<file path="config.mk">
export PLATFORM = sky130hd
export DESIGN_NAME = vga_pattern_timing
export DESIGN_NICKNAME = d
export VERILOG_FILES = /design/src/rtl/vga_pattern_timing.sv
export SDC_FILE = /design/constraint.sdc
export NUM_CORES = 1
export LEC_CHECK = 0
export BUFFER_PORTS_ARGS = -buffer_cell sky130_fd_sc_hd__buf_4
export CORE_MARGIN = 2
export CORE_UTILIZATION = 55
export DETAILED_ROUTE_END_ITERATION = 16
export PLACE_DENSITY = 0.78
export SLEW_MARGIN = 10
export SYNTH_ARGS = -nofsm -noshare
export SYNTH_HDL_FRONTEND = slang
export SYNTH_SLANG_ARGS = --single-unit
</file>
<file path="constraint.sdc">
create_clock -name clk -period 4 [get_ports clk]
set_input_delay 0.8 -clock clk [delete_from_list [all_inputs] [get_ports clk]]
set_output_delay 0.8 -clock clk [all_outputs]
set_load 0.05 [all_outputs]
</file>
<file path="src/rtl/vga_pattern_timing.sv">
// VGA timing generator and four-mode test-pattern source; BORDER_EN adds a white frame border.
// Latency: every output is registered one clk after the (h_cnt, v_cnt) it describes.
// Backpressure: none; free-running source, pattern select and colour latched once per frame.
module vga_pattern_timing #(
   parameter int CLK_DIV  = 4,
   parameter int H_ACTIVE = 640,
   parameter int H_FP     = 16,
   parameter int H_SYNC   = 96,
   parameter int H_BP     = 48,
   parameter int V_ACTIVE = 480,
   parameter int V_FP     = 10,
   parameter int V_SYNC   = 2,
   parameter int V_BP     = 33,
   parameter bit HS_POL   = 1'b0,
   parameter bit VS_POL   = 1'b0,
   parameter int COLOR_W  = 4
) (
   input  logic                   clk,
   input  logic                   reset,
   input  logic [1:0]             mode,
   input  logic [3*COLOR_W-1:0]   solid_rgb,
   output logic                   hsync,
   output logic                   vsync,
   output logic [COLOR_W-1:0]     VGA_R,
   output logic [COLOR_W-1:0]     VGA_G,
   output logic [COLOR_W-1:0]     VGA_B,
   output logic                   active,
   output logic [11:0]            x,
   output logic [11:0]            y,
   output logic                   frame_start
);

   localparam int H_TOTAL = H_ACTIVE + H_FP + H_SYNC + H_BP;
   localparam int V_TOTAL = V_ACTIVE + V_FP + V_SYNC + V_BP;
   localparam int DIV_W   = (CLK_DIV > 1) ? $clog2(CLK_DIV) : 1;
   localparam int BAR_W   = H_ACTIVE / 8;

   localparam logic [DIV_W-1:0] DIV_LAST = DIV_W'(CLK_DIV - 1);
   localparam logic [11:0] H_LAST   = 12'(H_TOTAL - 1);
   localparam logic [11:0] V_LAST   = 12'(V_TOTAL - 1);
   // 13-bit bounds so a sync window ending exactly at 4096 still compares correctly
   localparam logic [12:0] H_ACT13  = 13'(H_ACTIVE);
   localparam logic [12:0] V_ACT13  = 13'(V_ACTIVE);
   localparam logic [12:0] HS_BEG   = 13'(H_ACTIVE + H_FP);
   localparam logic [12:0] HS_END   = 13'(H_ACTIVE + H_FP + H_SYNC);
   localparam logic [12:0] VS_BEG   = 13'(V_ACTIVE + V_FP);
   localparam logic [12:0] VS_END   = 13'(V_ACTIVE + V_FP + V_SYNC);
   localparam logic [12:0] H_EDGE   = 13'(H_ACTIVE - 1);
   localparam logic [12:0] V_EDGE   = 13'(V_ACTIVE - 1);

   // Reject geometries the bar comparator and 12-bit counters cannot represent
   generate
      if ((H_ACTIVE % 8) != 0 || H_TOTAL > 4096 || V_TOTAL > 4096 || CLK_DIV < 1) begin : g_param_error
         $fatal(1, "vga_pattern_timing: illegal timing parameters");
      end
   endgenerate

   logic [DIV_W-1:0]       div_cnt;
   logic [11:0]            h_cnt;
   logic [11:0]            v_cnt;
   logic [1:0]             mode_sh;
   logic [3*COLOR_W-1:0]   rgb_sh;

   logic                   pix_ce;
   logic                   wrap;
   logic [12:0]            h_ext;
   logic [12:0]            v_ext;
   logic                   act_c;
   logic                   hs_c;
   logic                   vs_c;
   logic [2:0]             bar_k;
   logic [2:0]             bar_bits;
   logic [3*COLOR_W-1:0]   pat;

   assign pix_ce = (div_cnt == DIV_LAST);
   assign wrap   = pix_ce && (h_cnt == H_LAST) && (v_cnt == V_LAST);
   assign h_ext  = {1'b0, h_cnt};
   assign v_ext  = {1'b0, v_cnt};
   assign act_c  = (h_ext < H_ACT13) && (v_ext < V_ACT13);
   assign hs_c   = (h_ext >= HS_BEG && h_ext < HS_END) ? HS_POL : ~HS_POL;
   assign vs_c   = (v_ext >= VS_BEG && v_ext < VS_END) ? VS_POL : ~VS_POL;

   // Pixel divider, raster counters and per-frame shadow of the pattern controls
   always_ff @(posedge clk or posedge reset) begin
      if (reset) begin
         div_cnt <= '0;
         h_cnt   <= '0;
         v_cnt   <= '0;
         mode_sh <= '0;
         rgb_sh  <= '0;
      end else begin
         div_cnt <= pix_ce ? '0 : div_cnt + 1'b1;
         if (pix_ce) begin
            if (h_cnt == H_LAST) begin
               h_cnt <= '0;
               v_cnt <= (v_cnt == V_LAST) ? 12'd0 : v_cnt + 12'd1;
            end else begin
               h_cnt <= h_cnt + 12'd1;
            end
         end
         if (wrap) begin
            mode_sh <= mode;
            rgb_sh  <= solid_rgb;
         end
      end
   end

   // Colour-bar index by threshold comparison so no divider is built
   always_comb begin
      bar_k = 3'd0;
      for (int i = 1; i < 8; i++) begin
         if (h_ext >= 13'(i * BAR_W)) bar_k = 3'(i);
      end
      case (bar_k)
         3'd0:    bar_bits = 3'b111;   // white
         3'd1:    bar_bits = 3'b110;   // yellow
         3'd2:    bar_bits = 3'b011;   // cyan
         3'd3:    bar_bits = 3'b010;   // green
         3'd4:    bar_bits = 3'b101;   // magenta
         3'd5:    bar_bits = 3'b100;   // red
         3'd6:    bar_bits = 3'b001;   // blue
         default: bar_bits = 3'b000;   // black
      endcase
   end

   // Pattern mux, optional border override, blanking outside the visible area
   always_comb begin
      case (mode_sh)
         2'd0:    pat = rgb_sh;
         2'd1:    pat = {{COLOR_W{bar_bits[2]}}, {COLOR_W{bar_bits[1]}}, {COLOR_W{bar_bits[0]}}};
         2'd2:    pat = {(3*COLOR_W){h_cnt[5] ^ v_cnt[5]}};
         default: pat = {h_cnt[COLOR_W+3:4], v_cnt[COLOR_W+3:4], {COLOR_W{1'b0}}};
      endcase
`ifdef BORDER_EN
      if (h_ext == 13'd0 || h_ext == H_EDGE || v_ext == 13'd0 || v_ext == V_EDGE) begin
         pat = '1;
      end
`endif
      if (!act_c) pat = '0;
   end

   // Output registers, all sampled from the same counter state
   always_ff @(posedge clk or posedge reset) begin
      if (reset) begin
         hsync       <= ~HS_POL;
         vsync       <= ~VS_POL;
         active      <= 1'b0;
         x           <= '0;
         y           <= '0;
         frame_start <= 1'b0;
         VGA_R       <= '0;
         VGA_G       <= '0;
         VGA_B       <= '0;
      end else begin
         hsync       <= hs_c;
         vsync       <= vs_c;
         active      <= act_c;
         x           <= h_cnt;
         y           <= v_cnt;
         frame_start <= wrap;
         VGA_R       <= pat[3*COLOR_W-1:2*COLOR_W];
         VGA_G       <= pat[2*COLOR_W-1:COLOR_W];
         VGA_B       <= pat[COLOR_W-1:0];
      end
   end

endmodule

</file>
==> results.ini, run 1 <==
[status]
outcome=finished clean

[logic_synthesis]
synth-edff-count=0
yosysSeqAreaShare=0.6131
synth_ff_type=dfrtp_1
avgSynthCellArea_um2=11.80
synth_area_mm2=0.003269
syn_inst=277
synth-async-reset-ratio=1.000
synth_nets=298
yosysWarnings=0
ys_seq_elements=80
ys_types=50

[pwr]
ir_drop_uv=321.7
p_leak_nw=1.961
power_density_mw_per_mm2=387.2
total_power_mw=1.543

[route]
firstDrtPassIters=5
drt-initial-drc-count=158
via_per_inst=5.634
wl_per_cell_um=15.49
drc_errors=0
ant_nets=0
dr_total_vias=2327
drt_wl_total_um=6399

[worst_setup_path]
cp.required_ns=4.22
cp-start-kind=register
arrival_ns=2.78
cp_max_fo=15
rrSetupSlack_ns=1.44
end_kind=register
crit_family=simple AND/OR/NAND/NOR gates
crit_path_cell_trace=or4_1 > or3_4 > nor2_4 > mux2_2
slowest_stage=or4_1
worst-path-buf-inv=0
slowest_delay_ns=0.62
critical_path_class=reg2reg

[sta]
rsz0062_at_grt=no
fmax_ghz=0.3909
setup_viol=0
post-route-min-period_ns=2.558
finalClockSkew_ns=0.004146
finalHoldViolCount=0
finalCritPeriodShare=0.6395
layout_setup_ws_ns=1.442
whs_ns=0.4352
max_slew.worst_pin.slew_ns=0.9683
maxSlewHeadroom=0.3545
maxSlewViolCount=0
setup-tns-final_ns=0

[layout]
final_cells=413
nFillCells=456
antenna_cells=0
num-nets-final=354
syn2layout_area_growth_pct=21.89
postLayoutCellArea_mm2=0.003985
layout-drive-gt1-share=0.2751
final_util=0.6852

[global_routing]
grt_pass1_wl_um=10520
grt_pass1_vias=2233
antenna_found_initial=0
grt_usage=0.2147
grt_max_degree=81
gr-total-overflow=0

[clock_tree]
cts_root_buffer=clkbuf_8
hold_buffers=0
cts_resized=0
cts_setup_buffers=0
clk_pin_slew_ns=0.08
clock_path_buffers=2
tritoncts=done
clock_latency_ns=0.34
htree_levels=3
clkSinkCount=80
cts-buffers-inserted=9

[place]
hpwl_um=4372
finalWeightedCongestion=0.8973
dpl_cell_area_mm2=0.003740
portBuffers=55
dpl.cell_count=397
place_ws_ns=1.451

[floorplan]
row_count=28
initial_core_util=0.5622
die_w_um=81.10
fp.dieArea_mm2=0.006577
io-pin-count=56
core_area_mm2=0.005816
die_y_um=81.10

[worst_hold_path]
min_path_type=reg2reg

[flow_run]
cap_violations=0

==> kinds of logic (layout without fill, tap and decap cells) <==
family                   count (synthesis)  in the layout  share of synthesized area
buffers and inverters                   27             88                    0.03291
flip-flops                              80             80                     0.6131
XOR/XNOR                                18             18                    0.04822
multiplexers                            15             15                    0.05128
AND/OR/NAND/NOR                         88             88                     0.1470
AO/OA/AOI/OAI                           43             43                    0.08535
adder cells (fa/ha/maj)                  6              6                    0.02220
==> sequential cells by signal, summed over array words and instances, names as in the netlist <==
name         cells
v_cnt           12
rgb_sh          12
VGA_G            4
vsync            1
mode_sh          2
h_cnt           12
VGA_R            4
hsync            1
VGA_B            4
x               12
div_cnt          2
active           1
y               12
frame_start      1
==> final timing paths <==
check	start	end	cells after the start
hold reg to reg	div_cnt[0]	div_cnt[0]	1
setup reg to reg	h_cnt[6]	mode_sh[1]	4
max in group asynchronous	reset	y[9]	3
min in group asynchronous	reset	y[6]	3
hold / removal	div_cnt[0]	div_cnt[0]	1
setup / recovery	h_cnt[6]	mode_sh[1]	4
==> power by group <==
group | switching, mW | internal (mW) | leakage (nW)
clock | 0.276 | 0.432 | 0.124
combinational | 0.0165 | 0.00988 | 0.757
sequential | 0 | 0.808 | 1.08
total | 0.293 | 1.25 | 1.96
==> Yosys cell counts, types with 3 or more instances <==
master     n  area (um2)
xor2_1    10       87.58
mux2_2    12       135.1
a22oi_1    5       37.54
and3_1     3       18.77
dfrtp_1   78        1952
o21ai_1    4       20.02
nor3_1     9       45.04
nand3_1   15       75.07
clkbuf_1   9       33.78
nand2_1   17       63.81
nor2_1    15       56.30
o21ai_0   12       60.06
a21oi_1    3       15.01
nor2b_1    3       18.77
inv_1     15       56.30
ha_1       5       62.56
nand4_1    6       37.54
a31oi_1    7       43.79
xnor2_1    8       70.07
==> final cells by class <==
class / count / area [um2] / area share
sequential: 80 / 2004 / 0.5030
multi-input combinational: 170 / 1157 / 0.2904
clock inverter: 5 / 103.9 / 0.02606
clock buffer: 11 / 141.4 / 0.03548
tap: 75 / 93.84 / 0.02355
timing repair buffer: 57 / 427.9 / 0.1074
inverter: 15 / 56.30 / 0.01413
==> routing by layer <==
layer,wire length (um),GRT usage
met5,0,0
met2,3163,0.3231
met4,206,0.1186
met1,2713,0.2866
met3,315,0.05333
==> cells in the final DEF (no fill, tap or decap), types with 2 or more instances in the layout <==
master     count
xnor2_1        8
or3_1          2
nand3_1       15
nor2_1        15
a21oi_1        3
a22oi_1        5
nor3_1         9
buf_4         57
xor2_1        10
clkbuf_8      10
dfstp_2        2
bufinv_16      3
or4_1          2
inv_1         14
ha_1           5
nand2_1       17
o21ai_1        4
and2_1         2
mux2_2        12
dfrtp_1       78
a21boi_0       2
and3_1         3
o21ai_0       12
nand4_1        6
nor2b_1        3
mux2_1         2
and4_1         2
o311ai_0       2
a31oi_1        7
nand2b_1       2
Note: power is estimated with default switching activity, not from simulation.
==> run 2, diff against run 1 <==
==> constraint.sdc (replaced) <==
create_clock -name clk -period 2.6 [get_ports clk]
set_input_delay 0.52 -clock clk [delete_from_list [all_inputs] [get_ports clk]]
set_output_delay 0.52 -clock clk [all_outputs]
set_load 0.05 [all_outputs]
==> run 2 against run 1 <==
Sequential power rose by 53%. Largest cell class unchanged. Total power rose by 54%. Non-clock buffer count rose by 9. Hold slack got worse by 0.23 ns. Count of clock-buffer cells in the layout fell by 2.
==> results.ini, run 2 (synthesized netlist as in run 1, its figures left out) <==
[worst_setup_path]
cp.required_ns=2.84  ; -1.38 ns
cp_max_fo=15  ; unchanged
arrival_ns=2.63  ; -0.15 ns
cp-start-kind=register
end_kind=register
critical_path_class=reg2reg

[global_routing]
grt_usage=0.2209  ; +0.006197
grt_pass1_vias=2258  ; +1.1%
gr-total-overflow=0  ; unchanged
antenna_found_initial=0  ; unchanged
grt_max_degree=51  ; -37%
grt_pass1_wl_um=10740  ; +2.1%

[layout]
syn2layout_area_growth_pct=24.26
nFillCells=436  ; -4.4%
final_common_cell=dfrtp_1
antenna_cells=0  ; unchanged
num-nets-final=363  ; +2.5%
final_util=0.6986  ; +0.01334
most-common-layout-cells=dfrtp_1 (78), buf_4 (65), nand2_1 (17)
layout-drive-gt1-share=0.2968  ; +0.02168

[clock_tree]
clkSinkCount=80  ; unchanged
clk_pin_slew_ns=0.08  ; about the same
clock_latency_ns=0.35  ; about the same
cts_root_buffer=clkbuf_8
cts_resized=0  ; unchanged
clock_path_buffers=2  ; unchanged
hold_buffers=0  ; unchanged
cts-buffers-inserted=9  ; unchanged
htree_levels=3  ; unchanged
tritoncts=done
cts_setup_buffers=0  ; unchanged

[pwr]
switching_power_mw=0.4823  ; +65%
p_comb_frac=0.018  ; about the same
p_seq_frac=0.522  ; -0.002
power_density_mw_per_mm2=586.4  ; +51%
clock_power_share=0.460  ; about the same
ir_drop_uv=359.3  ; +12%
p_int_mw=1.900  ; +52%
sw_frac_of_total=0.2025  ; +0.01255
p_leak_nw=2.005  ; +2.2%

[sta]
setup-tns-final_ns=0  ; unchanged
finalClockSkew_ns=0.005538  ; +0.001392 ns
finalHoldViolCount=0  ; unchanged
layout_setup_ws_ns=0.2091  ; -1.233 ns
max_slew.worst_pin.slew_ns=0.5344  ; -0.4338 ns
setup_viol=0  ; unchanged
post-route-min-period_ns=2.391  ; -0.1672 ns
finalCritPeriodShare=0.9196  ; +0.2801
rsz0062_at_grt=no
fmax_ghz=0.4182  ; +7.0%
maxSlewHeadroom=0.6432  ; +0.2887
maxSlewViolCount=0  ; unchanged

[flow_run]
cap_violations=0  ; unchanged

[route]
wl_per_cell_um=15.24  ; -1.7%
drc_errors=0  ; unchanged
ant_nets=0  ; unchanged
via_per_inst=5.481  ; -2.7%
drt-initial-drc-count=103  ; -35%
firstDrtPassIters=4  ; -1
dr_total_vias=2313  ; -0.60%
drt_wl_total_um=6430  ; +0.48%

[worst_hold_path]
min_path_type=in2async

[place]
place_ws_ns=0.1997  ; -1.251 ns
portBuffers=55  ; unchanged
hpwl_um=4500  ; +2.9%
finalWeightedCongestion=0.8738  ; -2.6%

[floorplan]
die_y_um=81.10  ; unchanged
die_w_um=81.10  ; unchanged
io-pin-count=56  ; unchanged
fp.dieArea_mm2=0.006577  ; unchanged
initial_core_util=0.5622  ; unchanged
row_count=28  ; unchanged
core_area_mm2=0.005816  ; unchanged

[status]
outcome=finished clean

-- run 2: worst paths after layout --
path                                    from         end  slack (ns)  cells after the start
worst max-delay path               h_cnt[10]   rgb_sh[6]        0.21                      4
worst min-delay path                   reset   rgb_sh[2]        0.21                      2
worst max register to register     h_cnt[10]   rgb_sh[6]        0.21                      4
worst min register to register    div_cnt[0]  div_cnt[0]        0.43                      1
max in group asynchronous              reset       hsync        1.70                      3
min in group clk                solid_rgb[0]   rgb_sh[0]        0.38                      2
-- run 2: power by group through the flow --
stage	clock network (mW)	registers, mW	logic [mW]
2_1_floorplan	0	1.27	0.0183
3_3_place_gp	0	1.27	0.0455
4_1_cts	1.11	1.24	0.0462
3_5_place_dp	0	1.27	0.0464
6_report	1.10	1.24	0.0439
5_1_grt	1.17	1.24	0.0518
-- run 2: critical path, stage by stage (launching register included) --
cell     delay (ns)
dfrtp_1        0.46
or4_1          0.54
or3_4          0.49
nor2_4         0.39
mux2_2         0.39
-- run 2: per-layer routing --
| layer | vias up | wire length [um] | track usage |
|---|---|---|---|
| li1 | 1100 | - | - |
| met1 | 1119 | 2734 | 0.2916 |
| met2 | 82 | 3173 | 0.3380 |
| met3 | 12 | 388 | 0.06667 |
| met4 | 0 | 133 | 0.1000 |
| met5 | - | 0 | 0 |
-- run 2: through the flow --
step / std cells / area [um2] / total power, mW / hold WS [ns]
4_1_cts: 422 / 4063 / 2.397 / 0.2189
3_5_place_dp: 406 / 3820 / 1.314 / 0.4119
2_1_floorplan: 277 / 3269 / 1.286 / 0.3519
5_1_grt: 422 / 4063 / 2.460 / 0.2564
6_report: 422 / 4063 / 2.382 / 0.2071
3_3_place_gp: 406 / 3820 / 1.313 / 0.4024
-- run 2: final cells by class --
| type | instances | area, um2 | area share |
|---|---|---|---|
| Clock buffer | 9 | 123.9 | 0.03049 |
| Clock inverter | 7 | 118.9 | 0.02926 |
| Inverter | 15 | 56.30 | 0.01386 |
| Multi-Input combinational cell | 170 | 1157 | 0.2849 |
| Sequential cell | 80 | 2004 | 0.4934 |
| Tap cell | 75 | 93.84 | 0.02310 |
| Timing Repair Buffer | 66 | 508.0 | 0.1250 |
==> run 3, diff against run 2 <==
--- a/config.mk
+++ b/config.mk
@@ -6,7 +6,6 @@
 export NUM_CORES = 1
 export LEC_CHECK = 0
 export BUFFER_PORTS_ARGS = -buffer_cell sky130_fd_sc_hd__buf_4
-export CORE_MARGIN = 2
 export CORE_UTILIZATION = 55
 export DETAILED_ROUTE_END_ITERATION = 16
 export PLACE_DENSITY = 0.78
==> run 3 against run 2 <==
Via count rose by 1.7%. First-iteration DRC count rose by 55%. Die area fell by 4.9%. Sequential share of layout area rose by 0.49 points. Clock skew barely moved. Critical path type unchanged. Largest cell class unchanged. Highest routed layer unchanged.
==> results.ini, run 3 (synthesized netlist as in run 1, its figures left out) <==
[sta]
finalCritPeriodShare=0.9056  ; -0.01401
post-route-min-period_ns=2.355  ; -0.03642 ns
maxSlewViolCount=0  ; unchanged
layout_setup_ws_ns=0.2455  ; +0.03642 ns
fmax_ghz=0.4247  ; +1.5%
maxSlewHeadroom=0.6458  ; +0.002574
setup_viol=0  ; unchanged
finalHoldViolCount=0  ; unchanged
max_slew.worst_pin.slew_ns=0.5294  ; -0.005037 ns
finalClockSkew_ns=0.005481  ; -0.00005704 ns
setup-tns-final_ns=0  ; unchanged
rsz0062_at_grt=no

[clock_tree]
clkSinkCount=80  ; unchanged
cts_root_buffer=clkbuf_8
clk_pin_slew_ns=0.08  ; about the same
cts-buffers-inserted=9  ; unchanged
htree_levels=3  ; unchanged
tritoncts=done
cts_resized=0  ; unchanged
clock_path_buffers=2  ; unchanged
hold_buffers=0  ; unchanged
cts_setup_buffers=0  ; unchanged
clock_latency_ns=0.35  ; about the same

[place]
finalWeightedCongestion=0.8648  ; -1.0%
dpl_cell_area_mm2=0.003816  ; about the same
hpwl_um=4539  ; +0.87%
dpl.cell_count=403  ; -0.74%
portBuffers=55  ; unchanged
place_ws_ns=0.2477  ; +0.04793 ns

[layout]
layout-drive-gt1-share=0.2968  ; unchanged
syn2layout_area_growth_pct=23.04
num-nets-final=363  ; unchanged
most-common-layout-cells=dfrtp_1 (78), buf_4 (65), nand2_1 (17)
postLayoutCellArea_mm2=0.004023  ; -0.99%
antenna_cells=0  ; unchanged
final_cells=419  ; -0.71%
final_common_cell=dfrtp_1

[pwr]
p_int_mw=1.753  ; -7.7%
p_leak_nw=1.992  ; -0.69%
ir_drop_uv=357.1  ; -0.60%
p_seq_frac=0.563  ; +0.041
p_comb_frac=0.020  ; +0.002
sw_frac_of_total=0.2063  ; +0.003817
clock_power_share=0.417  ; -0.043
switching_power_mw=0.4555  ; -5.6%
power_density_mw_per_mm2=549.0  ; -6.4%

[worst_setup_path]
crit_family=simple AND/OR/NAND/NOR gates
slowest_delay_ns=0.57  ; +0.03 ns
end_kind=register
slowest_stage=or4_1
worst-path-buf-inv=0  ; unchanged
critical_path_class=reg2reg
arrival_ns=2.59  ; -0.04 ns
cp_max_fo=15  ; unchanged
cp.required_ns=2.84  ; about the same
crit_path_cell_trace=or4_1 > or3_4 > nor2_4 > mux2_2
cp-start-kind=register

[floorplan]
row_count=27  ; -3.6%
die_y_um=79.10  ; -2.5%
initial_core_util=0.5830  ; +0.02082
core_area_mm2=0.005608  ; -3.6%
die_w_um=79.10  ; -2.5%
fp.dieArea_mm2=0.006257  ; -4.9%
io-pin-count=56  ; unchanged

[route]
drt_wl_total_um=6519  ; +1.4%
drt-initial-drc-count=160  ; +55%
wl_per_cell_um=15.56  ; +2.1%
ant_nets=0  ; unchanged
dr_total_vias=2352  ; +1.7%
drc_errors=0  ; unchanged
firstDrtPassIters=4  ; unchanged
via_per_inst=5.613  ; +2.4%

[global_routing]
antenna_found_initial=0  ; unchanged
gr-total-overflow=0  ; unchanged
grt_max_degree=81  ; +59%
grt_pass1_wl_um=10900  ; +1.5%
grt_usage=0.2339  ; +0.01301
grt_pass1_vias=2279  ; +0.93%

[worst_hold_path]
min_path_type=in2async

[flow_run]
cap_violations=0  ; unchanged

[status]
outcome=finished clean

-- run 3: cell count changes in the layout (fill, tap and decap cells not counted), sizes merged --
cell,change
bufinv,-2
clkbuf,+2
clkinv,+1
inv,-1
-- run 3: worst reg2reg max path, stage by stage (launching register included) --
cell	delay (ns)
dfrtp_1	0.38
or4_1	0.57
or3_4	0.50
nor2_4	0.39
mux2_2	0.39
-- run 3: path summary, 6_finish.rpt --
check                      slack [ns]  cells past startpoint    startpoint         to
hold reg to reg                  0.42                      0      h_cnt[0]       x[0]
max in group asynchronous        1.98                      3         reset      hsync
hold / removal                   0.25                      3         reset  rgb_sh[4]
setup / recovery                 0.25                      4      h_cnt[6]  rgb_sh[2]
min in group clk                 0.40                      2  solid_rgb[0]  rgb_sh[0]
setup reg to reg                 0.25                      4      h_cnt[6]  rgb_sh[2]
-- run 3: power groups by stage --
stage	Clock, mW	Combinational, mW	Sequential, mW
finish	0.922	0.0432	1.24
global route	0.988	0.0498	1.24
CTS	0.933	0.0454	1.24
detailed placement	0	0.0454	1.27
global placement	0	0.0445	1.27
floorplan	0	0.0183	1.27
-- run 3: per-layer routing --
metal / vias to the layer above / routed length, um / global-route usage
met2: 68 / 3203 / 0.3690
met1: 1167 / 2864 / 0.3146
met3: 12 / 323 / 0.04253
met5: - / 0 / 0
li1: 1105 / - / -
met4: 0 / 127 / 0.1109
-- run 3: area by class of cell --
class                      instances  area (um2)
tap                               72       90.09
inverter                          15       56.30
sequential                        80        2004
clock buffer                      11       151.4
timing repair buffer              66       508.0
multi-input combinational        170        1157
fill                             409        1585
clock inverter                     5       55.05
-- run 3: per-stage QoR --
step | hold WS, ns | util | power, mW
after floorplan | 0.3519 | - | 1.286
after global placement | 0.4029 | 0.6805 | 1.312
after detailed placement | 0.4053 | 0.6805 | 1.313
after CTS | 0.2869 | 0.7173 | 2.221
after global routing | 0.2974 | 0.7173 | 2.281
final | 0.2540 | 0.7173 | 2.208
